$ cat src/rtl/ea_sequencer.sv
// Effective-address sequencer: borrows the shared arithmetic unit to form base + index.
// Optional build macro EA_FAST_PATH_EN skips the high-byte add when the low-byte add did not carry.
//
// state    | meaning
// ---------+-----------------------------------------------------------
// S_IDLE   | waiting for start, ALU released
// S_ADD_LO | ALU computes base_lo + index (ADR0), low byte and carry latched
// S_ADD_HI | ALU computes 0x00 + base_hi + stored carry (ADR1)
// S_DONE   | one-cycle done pulse, may accept the next start directly
module ea_sequencer (
    input  logic        clk,
    input  logic        rst,
    input  logic        start,
    input  logic [1:0]  mode,
    input  logic [7:0]  base_lo,
    input  logic [7:0]  base_hi,
    input  logic [7:0]  index,
    input  logic [7:0]  alu_result,
    input  logic        alu_carry,
    output logic [5:0]  alu_opcode,
    output logic [7:0]  alu_a,
    output logic [7:0]  alu_b,
    output logic        alu_own,
    output logic        busy,
    output logic        done,
    output logic [15:0] ea,
    output logic        page_cross
);

    localparam logic [5:0] OP_ADR0 = 6'b000000;
    localparam logic [5:0] OP_ADR1 = 6'b000001;
    localparam logic [5:0] OP_NOP  = 6'b111111;

    typedef enum logic [1:0] {
        S_IDLE   = 2'd0,
        S_ADD_LO = 2'd1,
        S_ADD_HI = 2'd2,
        S_DONE   = 2'd3
    } state_t;

    state_t     state_q;
    state_t     state_d;
    logic       accept;
    logic       zp_q;
    logic [7:0] lo_q;
    logic [7:0] hi_q;
    logic [7:0] idx_q;
    logic       skip_hi;

    assign accept = start && ((state_q == S_IDLE) || (state_q == S_DONE));

`ifdef EA_FAST_PATH_EN
    assign skip_hi = zp_q || !alu_carry;
`else
    assign skip_hi = zp_q;
`endif

    always_ff @(posedge clk or posedge rst) begin
        if (rst) begin
            state_q <= S_IDLE;
        end else begin
            state_q <= state_d;
        end
    end

    always_comb begin
        state_d = state_q;
        case (state_q)
            S_IDLE:   if (start) state_d = S_ADD_LO;
            S_ADD_LO: state_d = skip_hi ? S_DONE : S_ADD_HI;
            S_ADD_HI: state_d = S_DONE;
            S_DONE:   state_d = start ? S_ADD_LO : S_IDLE;
            default:  state_d = S_IDLE;
        endcase
    end

    always_comb begin
        alu_opcode = OP_NOP;
        alu_a      = 8'h00;
        alu_b      = 8'h00;
        alu_own    = 1'b0;
        busy       = 1'b0;
        done       = 1'b0;
        case (state_q)
            S_ADD_LO: begin
                alu_opcode = OP_ADR0;
                alu_a      = lo_q;
                alu_b      = idx_q;
                alu_own    = 1'b1;
                busy       = 1'b1;
            end
            S_ADD_HI: begin
                alu_opcode = OP_ADR1;
                alu_b      = hi_q;
                alu_own    = 1'b1;
                busy       = 1'b1;
            end
            S_DONE:   done = 1'b1;
            default:  ;
        endcase
    end

    // Operands are frozen at acceptance so later input changes cannot leak into the result.
    always_ff @(posedge clk or posedge rst) begin
        if (rst) begin
            zp_q  <= 1'b0;
            lo_q  <= 8'h00;
            hi_q  <= 8'h00;
            idx_q <= 8'h00;
        end else if (accept) begin
            zp_q  <= (mode == 2'b10);
            lo_q  <= base_lo;
            hi_q  <= base_hi;
            idx_q <= (mode == 2'b00) ? 8'h00 : index;
        end
    end

    always_ff @(posedge clk or posedge rst) begin
        if (rst) begin
            ea         <= 16'h0000;
            page_cross <= 1'b0;
        end else begin
            case (state_q)
                S_ADD_LO: begin
                    ea[7:0]    <= alu_result;
                    page_cross <= zp_q ? 1'b0 : alu_carry;
                    // Zero-page wraps within page 0; the fast path already knows the high byte.
                    if (zp_q) begin
                        ea[15:8] <= 8'h00;
                    end else if (skip_hi) begin
                        ea[15:8] <= hi_q;
                    end
                end
                S_ADD_HI: ea[15:8] <= alu_result;
                default:  ;
            endcase
        end
    end

endmodule

$ cat config.mk
export PLATFORM = sky130hd
export DESIGN_NAME = ea_sequencer
export DESIGN_NICKNAME = d
export VERILOG_FILES = /design/src/rtl/ea_sequencer.sv
export SDC_FILE = /design/constraint.sdc
export NUM_CORES = 1
export LEC_CHECK = 0
export CORE_MARGIN = 2
export CORE_UTILIZATION = 39
export DETAILED_ROUTE_END_ITERATION = 16
export PLACE_DENSITY = 0.76
export SKIP_CTS_REPAIR_TIMING = 1
export SYNTH_ARGS = -nofsm -noshare
export SYNTH_HDL_FRONTEND = slang
export SYNTH_SLANG_ARGS = --single-unit
$ cat constraint.sdc
create_clock -name clk -period 1.5 [get_ports clk]
set_input_delay 0.3 -clock clk [delete_from_list [all_inputs] [get_ports clk]]
set_output_delay 0.3 -clock clk [all_outputs]
set_load 0.02 [all_outputs]
==> results of run 1 <==
-- state kept, by name, indices dropped and copies added (netlist names) --
register    flops
skip_hi         1
state_q         2
page_cross      1
idx_q           8
ea             16
lo_q            8
hi_q            8
-- worst paths after layout --
path | to | slack (ns) | start | cells after the start
hold / removal | ea[9] | 0.34 | rst | 3
setup reg to reg | idx_q[3] | -0.25 | state_q[0] | 7
max in group asynchronous | hi_q[5] | 0.96 | rst | 3
hold reg to reg | lo_q[5] | 0.48 | lo_q[5] | 2
setup / recovery | alu_b[3] | -0.39 | state_q[0] | 7
min in group clk | lo_q[5] | 0.48 | lo_q[5] | 2
-- cells by family (layout without fill, tap and decap cells) --
| group | after synthesis | in the layout | share of synthesized area (%) |
|---|---|---|---|
| compound gates | 33 | 33 | 13.1 |
| flops | 44 | 44 | 55.2 |
| fa+ha+maj | 5 | 5 | 3.14 |
| mux | 9 | 9 | 5.02 |
| simple gates | 75 | 75 | 16.8 |
| buf+inv | 21 | 130 | 6.72 |
-- through the flow --
stage	total power [mW]	setup TNS (ns)	utilization, %
final	8.43	-13.35	69.2
after global routing	8.92	-17.01	69.2
after CTS	7.65	-21.80	63.5
after detailed placement	6.94	-11.92	62.0
after global placement	6.84	-10.31	62.0
after floorplan	5.17	-0.0109	-
-- worst min-delay path, delay by kind of cell --
kind / cells / cell delay, ns
buffers and inverters: 3 / 0.66
-- area by class of cell --
class	instances	area, sq um
fillers	383	1550
flip-flops and latches	44	1100
well taps	70	87.6
repair buffers	116	1210
multi-input cells	122	935
clock buffers	6	72.6
inverters	6	40.0
repair inverters	1	8.76
clock inverters	1	5.00
-- power by group through the flow --
stage / Sequential, mW / Combinational [mW] / Clock [mW]
final: 2.07 / 5.66 / 0.697
after detailed placement: 2.08 / 4.86 / 0
after CTS: 2.06 / 4.88 / 0.706
after global routing: 2.13 / 6.03 / 0.759
after global placement: 2.06 / 4.78 / 0
after floorplan: 2.27 / 2.90 / 0
-- per-layer routing --
metal	track usage (%)	wire (microns)	vias to the layer above
met4	5.65	111	0
met3	3.57	330	11
li1	-	-	836
met2	25.4	2670	67
met1	23.8	2460	864
met5	0	0	-
-- cell usage in the layout, fill, tap and decap left out, drive strengths merged --
master          n
o31ai           1
nor2b           3
clkdlybuf4s50  37
a32oi           1
mux2i           1
dlymetal6s2s   17
buf            60
nand2          49
nor2           11
inv             6
o31a            1
o21ai           5
ha              5
a22oi           8
clkinv          2
mux2            8
a211oi          1
and2            9
dfrtp          44
nand2b          3
clkbuf          8
a22o           16
==> summary.txt, run 1 <==
==========================================================================================
Run status .................................................................. finished, violations left
Violated checks ............................................................. negative setup slack
Count of cell types in the netlist ..........................................           25
Core box area ...............................................................   5010 sq um
Slew of the pin with the lowest slew margin .................................     0.305 ns
Die boundary width .......................................................... 75.5 microns
Clock power share ...........................................................         8.3%
Clock edge transition at the registers on the reported setup and hold paths .      0.08 ns
Final Instance Area .........................................................   3460 sq um
Post-synthesis sequential area ratio ........................................        55.2%
Post-DP HPWL ................................................................ 3510 microns
Leakage .....................................................................      1.79 nW
Largest incremental delay on the critical path ..............................      0.40 ns
Clock Sink Count ............................................................           44
Internal Power ..............................................................      4.91 mW
Placement Rows ..............................................................           26
Total count of hold-check failures in the final report ......................            0
Final number of setup-violating endpoints ...................................           65
Final Hold Slack ............................................................     0.343 ns
Crit path max-delay family .................................................. buffers and inverters
Worst path cell trace ....................................................... buf_6 -> ha_4 -> buf_6 -> buf_6 -> a22oi_2 -> nor2_4 -> buf_6
Required @ worst endpoint ...................................................      1.20 ns
Maximum buffer depth of the clock tree ......................................            2
Synthesized Nets ............................................................          230
Final Routed Wirelength ..................................................... 5570 microns
Iteration count of the initial detailed-routing pass ........................            4
Post-route DRC ..............................................................            0
Number of nets in the final layout ..........................................          339
Non-filler instance count after layout ......................................          366
Antenna violations before repair ............................................            0
Arrival @ worst endpoint ....................................................      1.59 ns
Layout overhead on the synthesized area .....................................        73.8%
Clock latency reported for the late side of the worst-skew pair .............      0.29 ns
Portion of synthesized cell area occupied by the leading cell type ..........        55.2%
PwrDens ..................................................................... 2430 nW/um^2
Count of routing violations after the opening detailed-route iteration ......          149
Period minus WS final .......................................................      1.89 ns
Library cell with the highest instance count after synthesis ................ sky130_fd_sc_hd__nand2_1
Worst clock skew ............................................................   0.00359 ns
Fraction of layout cells with a size suffix above 1 .........................        37.8%
Number of warnings issued by yosys ..........................................            0
Initial cell density of the core ............................................        39.8%
Antenna diode count .........................................................            0
Pin count of the biggest net entering global routing ........................           30
Leading register cell type out of synthesis ................................. sky130_fd_sc_hd__dfrtp_1
Average instance area after synthesis .......................................   10.7 sq um
Startpoint type of the worst setup path .....................................     register
Leftover overflow at the end of global routing ..............................            0
Proportion of power drawn by combinational gates ............................        67.1%
Summed instance area of the synthesized netlist .............................   1990 sq um
Count of buffer and inverter cells on the critical path .....................            4
Post-layout worst setup margin ..............................................    -0.392 ns
Via count of the first global-routing pass ..................................         1536
Top-level I/O count .........................................................           80
CTS tree ....................................................................        built
Capturing element type of the critical path .................................   output pin
Worst slew margin ...........................................................        79.6%
Highest attainable clock frequency ..........................................    0.529 GHz
Fraction of power consumed by sequential logic ..............................        24.6%
Commonest cells in the netlist .............................................. sky130_fd_sc_hd__nand2_1 (49), sky130_fd_sc_hd__dfrtp_1 (44), sky130_fd_sc_hd__a22o_1 (16)
Synthesis-stage register bit count ..........................................           44
Number of buffers inserted by port buffering ................................           79
NetSw .......................................................................      3.51 mW
Global-route usage over all layers ..........................................        16.7%
Proportion of register bits with asynchronous set or reset after synthesis ..         100%
Floorplan die height ........................................................ 75.5 microns
Last weighted congestion value of the routability-driven placer .............        0.775
Number of antenna-violating nets in the routed design .......................            0
First-pass GRT wire length .................................................. 7220 microns
Switching Share .............................................................        41.7%
Vias per cell ...............................................................         4.86
Post-Place Cells ............................................................          341
VDD IR-drop max .............................................................      1380 uV
Die area ....................................................................   5700 sq um
Critical path class ......................................................... register to output pin
Post-Place Worst Slack ......................................................    -0.446 ns
Largest cells by area after synthesis ....................................... sky130_fd_sc_hd__dfrtp_1 (55%), sky130_fd_sc_hd__nand2_1 (9.2%), sky130_fd_sc_hd__a22o_1 (7.0%), sky130_fd_sc_hd__mux2_2 (4.5%), sky130_fd_sc_hd__ha_1 (3.1%)
Routed via count ............................................................         1778
Period utilization ..........................................................         126%
Post-synth EDFFs ............................................................            0
Top cell by count, worst path ............................................... sky130_fd_sc_hd__buf_6
Routed wire per std cell .................................................... 15.2 microns
Max-Cap Viols ...............................................................            0
Final Max Tran Viols ........................................................            0
Yosys top cell by area ...................................................... sky130_fd_sc_hd__dfrtp_1
Unrepaired setup endpoints after global routing .............................          yes
Dpl cell area ...............................................................   3110 sq um
Clock tree root driver cell ................................................. sky130_fd_sc_hd__clkbuf_8
Number of levels the H-tree was split into ..................................            2
Min-Delay Path Class ........................................................ input port to async pin
TritonCTS buffer count ......................................................            5
CP Max Fanout ...............................................................            8
Slowest cell on the critical path ........................................... sky130_fd_sc_hd__dfrtp_1
Post-Syn Instances ..........................................................          187
==========================================================================================
No activity file was read; power rests on OpenSTA's default activity.
==> run 2, diff against run 1 <==
- ABC_AREA: default -> 1
- SETUP_SLACK_MARGIN: default -> 0.5
==> run 2 against run 1 <==
Effect of this change: the flow still finishes with violations (negative setup slack); synthesized cell count is 36% higher; maximum frequency grew 3.1%; highest routed layer unchanged; sequential power increased by 8%; setup slack gained 0.056 ns; largest power group unchanged; wire length up 16%; critical path depth down 1; via count grew 19%; sequential cell count did not move; final area grew 9.2%; hold slack improved by 0.050 ns; clock power is 12% higher.
==> summary.txt, run 2 <==
==========================================================================================
Run status .................................................................. finished, violations left
Violated checks ............................................................. negative setup slack
Highest Signal Layer ........................................................         met4
Last weighted congestion value of the routability-driven placer .............        0.820   +5.8%
Max-Cap Viols ...............................................................            0   unchanged
Period minus WS final .......................................................      1.84 ns   -0.0565 ns
Library cell with the highest instance count after synthesis ................ sky130_fd_sc_hd__nand2_1
Routed via count ............................................................         2109   +19%
Post-synthesis simple-gate area fraction ....................................        31.9%   +15 points
Iteration count of the initial detailed-routing pass ........................            4   unchanged
Post-Place Cells ............................................................          403   +18%
Worst slew margin ...........................................................        72.3%   -7.4 points
Antenna diode count .........................................................            0   unchanged
Total count of hold-check failures in the final report ......................            0   unchanged
Period utilization ..........................................................         122%   -3.8 points
TritonCTS buffer count ......................................................            5   unchanged
Leading register cell type out of synthesis ................................. sky130_fd_sc_hd__dfrtp_1
Number of antenna-violating nets in the routed design .......................            0   unchanged
Startpoint type of the worst setup path .....................................     register
Antenna violations before repair ............................................            0   unchanged
Number of buffers inserted by port buffering ................................           79   unchanged
Layout overhead on the synthesized area .....................................        85.5%
VDD IR-drop max .............................................................      1990 uV   +45%
Number of warnings issued by yosys ..........................................            0   unchanged
Worst flop-to-flop path startpoint ..........................................   state_q[1]
Capturing element type of the critical path .................................   output pin
Clock power share ...........................................................         8.2%   about the same
NetSw .......................................................................      4.26 mW   +21%
Proportion of register bits with asynchronous set or reset after synthesis ..         100%   unchanged
Reg-to-reg slack, setup .....................................................     -0.14 ns   +0.11 ns
Clock Sink Count ............................................................           44   unchanged
Slew of the pin with the lowest slew margin .................................     0.415 ns   +0.110 ns
Initial cell density of the core ............................................        40.2%   +0.40 points
First-pass GRT wire length .................................................. 8910 microns   +23%
Xor-xnor portion of the synthesized cell area ...............................           0%   unchanged
Die boundary width .......................................................... 76.3 microns   +1.1%
Sum of met3 wire segment lengths after detailed routing .....................  427 microns   +29%
Synthesis-stage register bit count ..........................................           44   unchanged
Register-to-Register Path Depth .............................................            8   +1
Critical R2R Capture ........................................................     idx_q[2]
Routed wire per std cell .................................................... 14.9 microns   -1.9%
Leakage .....................................................................      1.86 nW   +4.3%
Non-filler instance count after layout ......................................          434   +19%
Die area ....................................................................   5820 sq um   +2.2%
Summed instance area of the synthesized netlist .............................   2040 sq um   +2.3%
Clock edge transition at the registers on the reported setup and hold paths .      0.08 ns   about the same
Placement Rows ..............................................................           26   unchanged
Fraction of layout cells with a size suffix above 1 .........................        46.7%   +8.9 points
Critical path startpoint ....................................................   state_q[1]
Highest attainable clock frequency ..........................................    0.545 GHz   +3.1%
Top-level I/O count .........................................................           80   unchanged
Post-synthesis sequential area ratio ........................................        54.0%   -1.3 points
Final Routed Wirelength ..................................................... 6480 microns   +16%
Core box area ...............................................................   5070 sq um   +1.3%
Required @ worst endpoint ...................................................      1.20 ns   about the same
Count of cell types in the netlist ..........................................           15   -40%
Post-route DRC ..............................................................            0   unchanged
Final Max Tran Viols ........................................................            0   unchanged
Post-synthesis mux area share ...............................................           0%   -5.0 points
Yosys top cell by area ...................................................... sky130_fd_sc_hd__dfrtp_1
Proportion of power drawn by combinational gates ............................        68.2%   +1.1 points
Main combinational cell family by area after synthesis ...................... simple AND/OR/NAND/NOR gates
Worst clock skew ............................................................   0.00341 ns   -0.000187 ns
Post-Place Worst Slack ......................................................    -0.508 ns   -0.0615 ns
Min-Delay Path Class ........................................................ input port to async pin
Register name with the most flops ...........................................           ea
Via count of the first global-routing pass ..................................         1935   +26%
Met2 WL post-DR ............................................................. 3410 microns   +28%
Fraction of the mapped netlist area in adder cells ..........................        3.07%   -0.071 points
Complex-gate fraction of the synthesized area ...............................        2.45%   -11 points
Count of routing violations after the opening detailed-route iteration ......          104   -30%
CTS tree ....................................................................        built
PwrDens ..................................................................... 2500 nW/um^2   +3.0%
Post-Syn Instances ..........................................................          254   +36%
Fraction of power consumed by sequential logic ..............................        23.5%   -1.1 points
Clock latency reported for the late side of the worst-skew pair .............      0.30 ns   about the same
Synthesized Nets ............................................................          297   +29%
Pin count of the biggest net entering global routing ........................           45   +50%
Maximum buffer depth of the clock tree ......................................            2   unchanged
Post-layout worst setup margin ..............................................    -0.335 ns   +0.0565 ns
Highest-count cells in the layout ignoring fill and taps .................... sky130_fd_sc_hd__nand2_1 (94), sky130_fd_sc_hd__buf_6 (47), sky130_fd_sc_hd__dfrtp_1 (43), sky130_fd_sc_hd__clkdlybuf4s50_1 (37), sky130_fd_sc_hd__nand2_2 (29)
Leftover overflow at the end of global routing ..............................            0   unchanged
Internal Power ..............................................................      5.22 mW   +6.3%
Post-synth EDFFs ............................................................            0   unchanged
Switching Share .............................................................        44.9%   +3.2 points
Critical path class ......................................................... register to output pin
Arrival @ worst endpoint ....................................................      1.54 ns   -0.05 ns
Commonest cells in the netlist .............................................. sky130_fd_sc_hd__nand2_1 (130), sky130_fd_sc_hd__dfrtp_1 (44), sky130_fd_sc_hd__nand3_1 (26)
Final number of setup-violating endpoints ...................................           59   -9.2%
Global-route usage over all layers ..........................................        19.0%   +2.3 points
Max FFs per register ........................................................           16   unchanged
Portion of synthesized cell area occupied by the leading cell type ..........        54.0%   -1.3 points
Unrepaired setup endpoints after global routing .............................          yes
Largest cells by area after synthesis ....................................... sky130_fd_sc_hd__dfrtp_1 (54%), sky130_fd_sc_hd__nand2_1 (24%), sky130_fd_sc_hd__nand3_1 (6.4%), sky130_fd_sc_hd__ha_1 (3.1%), sky130_fd_sc_hd__buf_4 (2.9%)
Clock tree root driver cell ................................................. sky130_fd_sc_hd__clkbuf_8
Leading cell type in the layout, fill and taps excluded ..................... sky130_fd_sc_hd__nand2_1
Vias per cell ...............................................................         4.86   about the same
Floorplan die height ........................................................ 76.3 microns   +1.1%
Number of levels the H-tree was split into ..................................            2   unchanged
CP Max Fanout ...............................................................            5   -3
Number of nets in the final layout ..........................................          406   +20%
Average instance area after synthesis .......................................   8.03 sq um   -25%
Post-DP HPWL ................................................................ 3780 microns   +7.8%
Post-Route M1 WL ............................................................ 2550 microns   +3.7%
==========================================================================================
## run 2: changes by cell type in the layout (fill, tap and decap cells not counted), moves of 16 or more
cell / before / now
sky130_fd_sc_hd__dlymetal6s2s_1: 17 / 0
sky130_fd_sc_hd__nand3_2: 0 / 16
sky130_fd_sc_hd__nand2_1: 49 / 94
sky130_fd_sc_hd__a22o_1: 16 / 0
sky130_fd_sc_hd__buf_6: 23 / 47
sky130_fd_sc_hd__nand2_2: 0 / 29
## run 2: logic make-up after synthesis
group | count (synthesis)
buffers and inverters | 33
AND/OR/NAND/NOR | 162
flip-flops | 44
adder cells (fa/ha/maj) | 5
AO/OA/AOI/OAI | 10
## run 2: area by class of cell
type                       instances  area [sq um]
timing repair inverter             2          22.5
clock buffer                       7          86.3
clock inverter                     1          7.51
multi-input combinational        178          1140
tap                               70          87.6
timing repair buffer             114          1240
inverter                          18          96.3
sequential                        44          1100
fill                             363          1290
## run 2: layer usage
metal,global-route usage [%],vias to the layer above
met2,32.4,77
li1,-,996
met4,5.45,0
met1,23.4,1026
met3,5.69,10
met5,0,-
## run 2: worst max-delay path: stages (launching register included)
cell and delay [ns]:
sky130_fd_sc_hd__dfrtp_1 0.41, sky130_fd_sc_hd__inv_2 0.14, sky130_fd_sc_hd__ha_4 0.20, sky130_fd_sc_hd__clkbuf_16 0.15
sky130_fd_sc_hd__nand2_2 0.07, sky130_fd_sc_hd__a21oi_4 0.13, sky130_fd_sc_hd__buf_6 0.13
## run 2: worst max path at each step
stage / to / slack, ns / depth (start not counted)
final: alu_b[4] / -0.34 / 6
after CTS: alu_b[5] / -0.85 / 5
after global placement: alu_b[5] / -0.46 / 5
after global routing: alu_b[2] / -0.38 / 6
after floorplan: alu_b[4] / 0.03 / 6
after detailed placement: alu_b[5] / -0.51 / 5
## run 2: power by group through the flow
stage | clock, mW | combinational [mW] | sequential (mW)
after CTS | 0.786 | 4.71 | 2.08
after global placement | 0 | 4.60 | 2.09
after detailed placement | 0 | 4.70 | 2.09
final | 0.779 | 6.47 | 2.23
after floorplan | 0 | 2.96 | 2.30
after global routing | 0.844 | 6.87 | 2.29
## run 2: through the flow
stage | total power [mW] | TNS, ns | hold slack [ns] | cell area, sq um | utilization [%]
2_1_floorplan | 5.25 | 0 | 0.304 | 2220 | -
3_3_place_gp | 6.69 | -9.94 | 0.454 | 3070 | 60.6
3_5_place_dp | 6.80 | -11.41 | 0.458 | 3070 | 60.6
4_1_cts | 7.58 | -21.29 | 0.405 | 3170 | 62.4
5_1_grt | 10.0 | -12.57 | 0.422 | 3780 | 74.6
6_report | 9.47 | -9.80 | 0.393 | 3780 | 74.6
==> run 3, diff against run 2 <==
- CAP_MARGIN: default -> 20
==> results of run 3 <==
The final DEF is identical to that of run 2; final timing and power are the same.
==> edit 1: new RTL, flow settings as in run 1 <==
Re-encode `state_t` (4 states) as Gray code, 2 bits wide.
--- a/src/rtl/ea_sequencer.sv
+++ b/src/rtl/ea_sequencer.sv
@@ -32,10 +32,10 @@
     localparam logic [5:0] OP_NOP  = 6'b111111;
 
     typedef enum logic [1:0] {
-        S_IDLE   = 2'd0,
-        S_ADD_LO = 2'd1,
-        S_ADD_HI = 2'd2,
-        S_DONE   = 2'd3
+        S_IDLE   = 2'b00,
+        S_ADD_LO = 2'b01,
+        S_ADD_HI = 2'b11,
+        S_DONE   = 2'b10
     } state_t;
 
     state_t     state_q;
Function: same outputs for any inputs over 10 cycles, from zero or initial values and one cycle with rst high; not proved beyond that.
==> edit 1 against run 1 <==
The flow still finishes with violations (negative setup slack); sequential share of layout area up 4.2 points; wire length down 20%; synthesized area down 0.56%; setup slack better by 0.26 ns; total power down 22%; maximum frequency up 16%; sequential cell count unchanged; design area down 12%; critical path type unchanged; largest cell class is now registers; largest power group unchanged.
==> edit 1: results (changes against run 1) <==
R2r setup slk - 0.06 ns (+0.31 ns)
Async set-reset flop share out of synthesis - 100.0% (unchanged)
Worst VDD drop - 1045 uV (-24%)
Critical Path Start - state_q[1]$_DFFE_PP0P_
H-tree depth - 2 (unchanged)
Inserted Diodes - 0 (unchanged)
Nets - 275 (-19%)
CP endpoint - alu_b[7]
R2R Path End - ea[5]$_DFFE_PP0N_
I/O Buffers - 79 (unchanged)
Post-synth net total - 188 (-18%)
Leakage - 1.623 nW (-9.1%)
Failing checks - negative setup slack
Initial detailed-routing violation count - 53 (-64%)
Mapped Cells - 150 (-20%)
Crit path arrival time - 1.33 ns (-0.26 ns)
Initial antenna violation count - 0 (unchanged)
R2R depth - 5 (-2)
Crit path max fanout - 11 (+3)
Outcome - finished with violations
Cell Area, Placed - 0.002877 sq mm (-7.4%)
Setup TNS - -1.717 ns (+11.63 ns)
Fill count - 393 (+2.6%)
Critical path's slowest cell - dfrtp_1
# setup viols final - 17 (-74%)
Seq/Total Area, Yosys - 55.56% (+0.31 points)
DR pass1 iterations - 4 (unchanged)
Layout cells sized above 1 - 31.65% (-6.2 points)
Clk_skew - 0.006266 ns (+0.002673 ns)
Clock slew at reported path FFs - 0.08 ns (about the same)
Delay of the slowest critical-path stage - 0.39 ns
Root Driver - clkbuf_8
Pre-CTS setup slack - -0.3210 ns (+0.1252 ns)
Post-synth top cells - 44 x dfrtp_1, 17 x mux2_2, 16 x mux2i_1
DP HPWL - 3109 um (-11%)
Vias/cell - 4.576 (-5.8%)
Gpl congestion - 0.8231 (+6.2%)
CTS Buf Count - 5 (unchanged)
Total GRT Usage - 16.85% (+0.15 points)
Hold slack - 0.3532 ns (+0.01031 ns)
CTS Buffer Depth - 2 (unchanged)
First-pass GRT wire length - 6934 um (-4.0%)
Delay-heaviest family, CP - flip-flops
Slew margin rel. - 68.83% (-11 points)
Count of cell types in the netlist - 22 (-12%)
Pin count of the biggest net entering global routing - 45 (+50%)
Placed Cells - 296 (-13%)
Synth top area cells - dfrtp_1 56%, mux2_2 9.7%, mux2i_1 8.1%, mux2_4 6.8%, a22o_1 3.5%
DR vias - 1391 (-22%)
Worst Slack Setup Final - -0.1322 ns (+0.2595 ns)
Total Wirelength - 4469 um (-20%)
Worst-Skew Late Latency - 0.30 ns
Max FFs per register - 16 (unchanged)
[edit 1: cell count changes in the layout (fill, tap and decap cells not counted), sizes merged, moves of 5 or more]
| cell | before | now |
|---|---|---|
| nand2 | 49 | 0 |
| a22oi | 8 | 0 |
| mux2i | 1 | 16 |
| inv | 6 | 11 |
| a22o | 16 | 8 |
| buf | 60 | 33 |
| ha | 5 | 0 |
| mux2 | 8 | 26 |
| dlymetal6s2s | 17 | 22 |
[edit 1: power breakdown]
| part | leakage, nW | internal, W | total (W) | switching, W |
|---|---|---|---|---|
| combinational | 1.04 | 0.00195 | 0.00367 | 0.00172 |
| clock | 0.0503 | 0.000410 | 0.000796 | 0.000386 |
| sequential | 0.529 | 0.00177 | 0.00209 | 0.000313 |
[edit 1: kinds of logic after synthesis]
kind of cell / synth area share, %
compound gates: 6.187
mux: 24.56
buf+inv: 7.512
flops: 55.56
simple gates: 6.187
[edit 1: cell type report]
cell class                      instances  area, sq um  share of cell area, %
Sequential cell                        44         1101                  36.01
Multi-Input combinational cell         82        753.2                  24.63
Tap cell                               67        83.83                  2.741
Clock buffer                            7        96.34                  3.151
Timing Repair Buffer                   93        974.7                  31.87
Inverter                               11        48.80                  1.596
[edit 1: tightest hold or removal path, delay by kind of cell]
kind,cells,cell delay [ns]
buffers and inverters,3,0.72
[edit 1: layer usage]
layer / vias up / share of wire, % / wire, um / GRT usage, %
li1: 671 / - / - / -
met3: 5 / 6.6 / 295 / 4.819
met4: 0 / 1.4 / 64 / 7.018
met2: 52 / 48 / 2138 / 26.18
met1: 663 / 44 / 1971 / 22.18
met5: - / 0 / 0 / 0
==> edit 2: new RTL, config.mk and constraints of run 1 <==
Without the edit above. The option `EA_FAST_PATH_EN` is turned on by a define.
--- a/src/rtl/ea_sequencer.sv
+++ b/src/rtl/ea_sequencer.sv
@@ -7,6 +7,8 @@
 // S_ADD_LO | ALU computes base_lo + index (ADR0), low byte and carry latched
 // S_ADD_HI | ALU computes 0x00 + base_hi + stored carry (ADR1)
 // S_DONE   | one-cycle done pulse, may accept the next start directly
+`define EA_FAST_PATH_EN
+
 module ea_sequencer (
     input  logic        clk,
     input  logic        rst,
Formal check against the unedited RTL: not equivalent (a bounded check fails within 4 cycles, from zero or initial values and one cycle with rst high).
==> edit 2 against run 1 <==
The flow still finishes with violations (negative setup slack); total power grew 13%; critical path depth down 2; sequential share of layout area down 2.1 points; combinational power is 13% higher; design area up 7.1%; hold slack got worse by 0.0042 ns; wire length rose by 4.2%; maximum frequency grew 5.2%; setup slack improved by 0.093 ns; sequential cell count is the same; synthesized area increased by 5.6%.
==> edit 2: results (changes against run 1) <==
Proportion of synthesized area in mux cells - 9.745% (+4.7 points)
Placed Cells - 355 (+4.1%)
Outcome - finished with violations
Clk_skew - 0.01119 ns (+0.007600 ns)
Post-synth net total - 240 (+4.3%)
Routed length per instance - 15.43 um (+1.5%)
Gpl congestion - 0.7376 (-4.8%)
Initial detailed-routing violation count - 99 (-34%)
Total GRT Usage - 17.15% (+0.45 points)
First-pass GRT wire length - 8217 um (+14%)
Worst VDD drop - 1649 uV (+20%)
Critical path's slowest cell - dfrtp_2
Post-synth top cells - 49 x nand2_1, 44 x dfrtp_1, 15 x a22o_1
Adder-Cell Fraction of Synth Area - 2.971% (-0.17 points)
Vias in the first global route - 1697 (+10%)
DR vias - 1817 (+2.2%)
# setup viols final - 61 (-6.2%)
Failing checks - negative setup slack
Synth top area cells - dfrtp_1 52%, nand2_1 8.7%, a22o_1 6.2%, mux2_4 5.0%, mux2_2 4.3%
Count of cell types in the netlist - 29 (+16%)
Seq/Total Area, Yosys - 52.29% (-3.0 points)
Cell Area, Placed - 0.003158 sq mm (+1.7%)
Delay-heaviest family, CP - flip-flops
Synth Area in Compound Gates - 11.65% (-1.5 points)
Setup TNS - -10.34 ns (+3.009 ns)
Crit path max fanout - 4 (-4)
Worst Slack Setup Final - -0.2983 ns (+0.09343 ns)
Nets - 348 (+2.7%)
Delay of the slowest critical-path stage - 0.45 ns (+0.05 ns)
Leakage - 1.915 nW (+7.3%)
Crit path arrival time - 1.50 ns (-0.09 ns)
-- edit 2: cell count changes in the layout (fill, tap and decap cells not counted), sizes merged, moves of 2 or more --
cell	delta
nor2b	-2
clkinv	-2
mux2	+7
inv	+3
a21oi	+3
nor3	+2
-- edit 2: cell type report --
class | instances | area (sq um) | share of cell area [%]
repair buffers | 116 | 1250 | 33.68
multi-input cells | 130 | 1119 | 30.14
flip-flops and latches | 44 | 1102 | 29.70
well taps | 70 | 87.58 | 2.360
clock buffers | 5 | 68.82 | 1.854
clock inverters | 3 | 46.29 | 1.247
inverters | 8 | 37.54 | 1.011
-- edit 2: cells by family after synthesis --
group                    count (synthesis)
AND/OR/NAND/NOR                         78
flip-flops                              44
AO/OA/AOI/OAI                           31
buffers and inverters                   23
multiplexers                            16
adder cells (fa/ha/maj)                  5
-- edit 2: per-layer routing --
layer	vias to the layer above	global-route usage, %	part of all wire [%]	routed length [um]
li1	877	-	-	-
met1	881	23.07	44	2561
met2	52	28.43	51	2952
met3	7	3.140	3.9	225
met4	0	4.821	1.1	63
met5	-	0	0	0
-- edit 2: worst paths after layout --
kind	end	slack (ns)	from	cells after the start
setup / recovery	alu_a[7]	-0.30	state_q[0]$_DFFE_PP0P_	5
hold / removal	ea[6]$_DFFE_PP0N_	0.34	rst	3
setup reg to reg	ea[8]$_DFFE_PP0P_	-0.26	state_q[0]$_DFFE_PP0P_	7
hold reg to reg	lo_q[2]$_DFFE_PP0P_	0.48	lo_q[2]$_DFFE_PP0P_	2
max in group asynchronous	state_q[0]$_DFFE_PP0P_	0.94	rst	3
min in group clk	lo_q[2]$_DFFE_PP0P_	0.48	lo_q[2]$_DFFE_PP0P_	2
-- edit 2: per-stage QoR --
step	hold WS [ns]	power (W)	setup WS, ns
final	0.3387	0.009493	-0.2983
after global routing	0.3555	0.01007	-0.3739
after CTS	0.3451	0.008260	-0.8321
after detailed placement	0.4582	0.007299	-0.4813
after global placement	0.4502	0.007168	-0.4356
after floorplan	0.3954	0.005369	-0.04498
-- edit 2: worst reg2reg max path: stages (launching register included) --
cell and delay, ns:
dfrtp_2 0.45, ha_4 0.19, buf_8 0.14, buf_6 0.12, buf_8 0.14, o21ai_4 0.15
buf_12 0.15, mux2_4 0.29
-- edit 2: report_power, final --
| part | switching, W | total, W | internal [W] |
|---|---|---|---|
| Combinational | 0.00300 | 0.00641 | 0.00341 |
| Clock | 0.000429 | 0.000931 | 0.000502 |
| Sequential | 0.000383 | 0.00215 | 0.00177 |
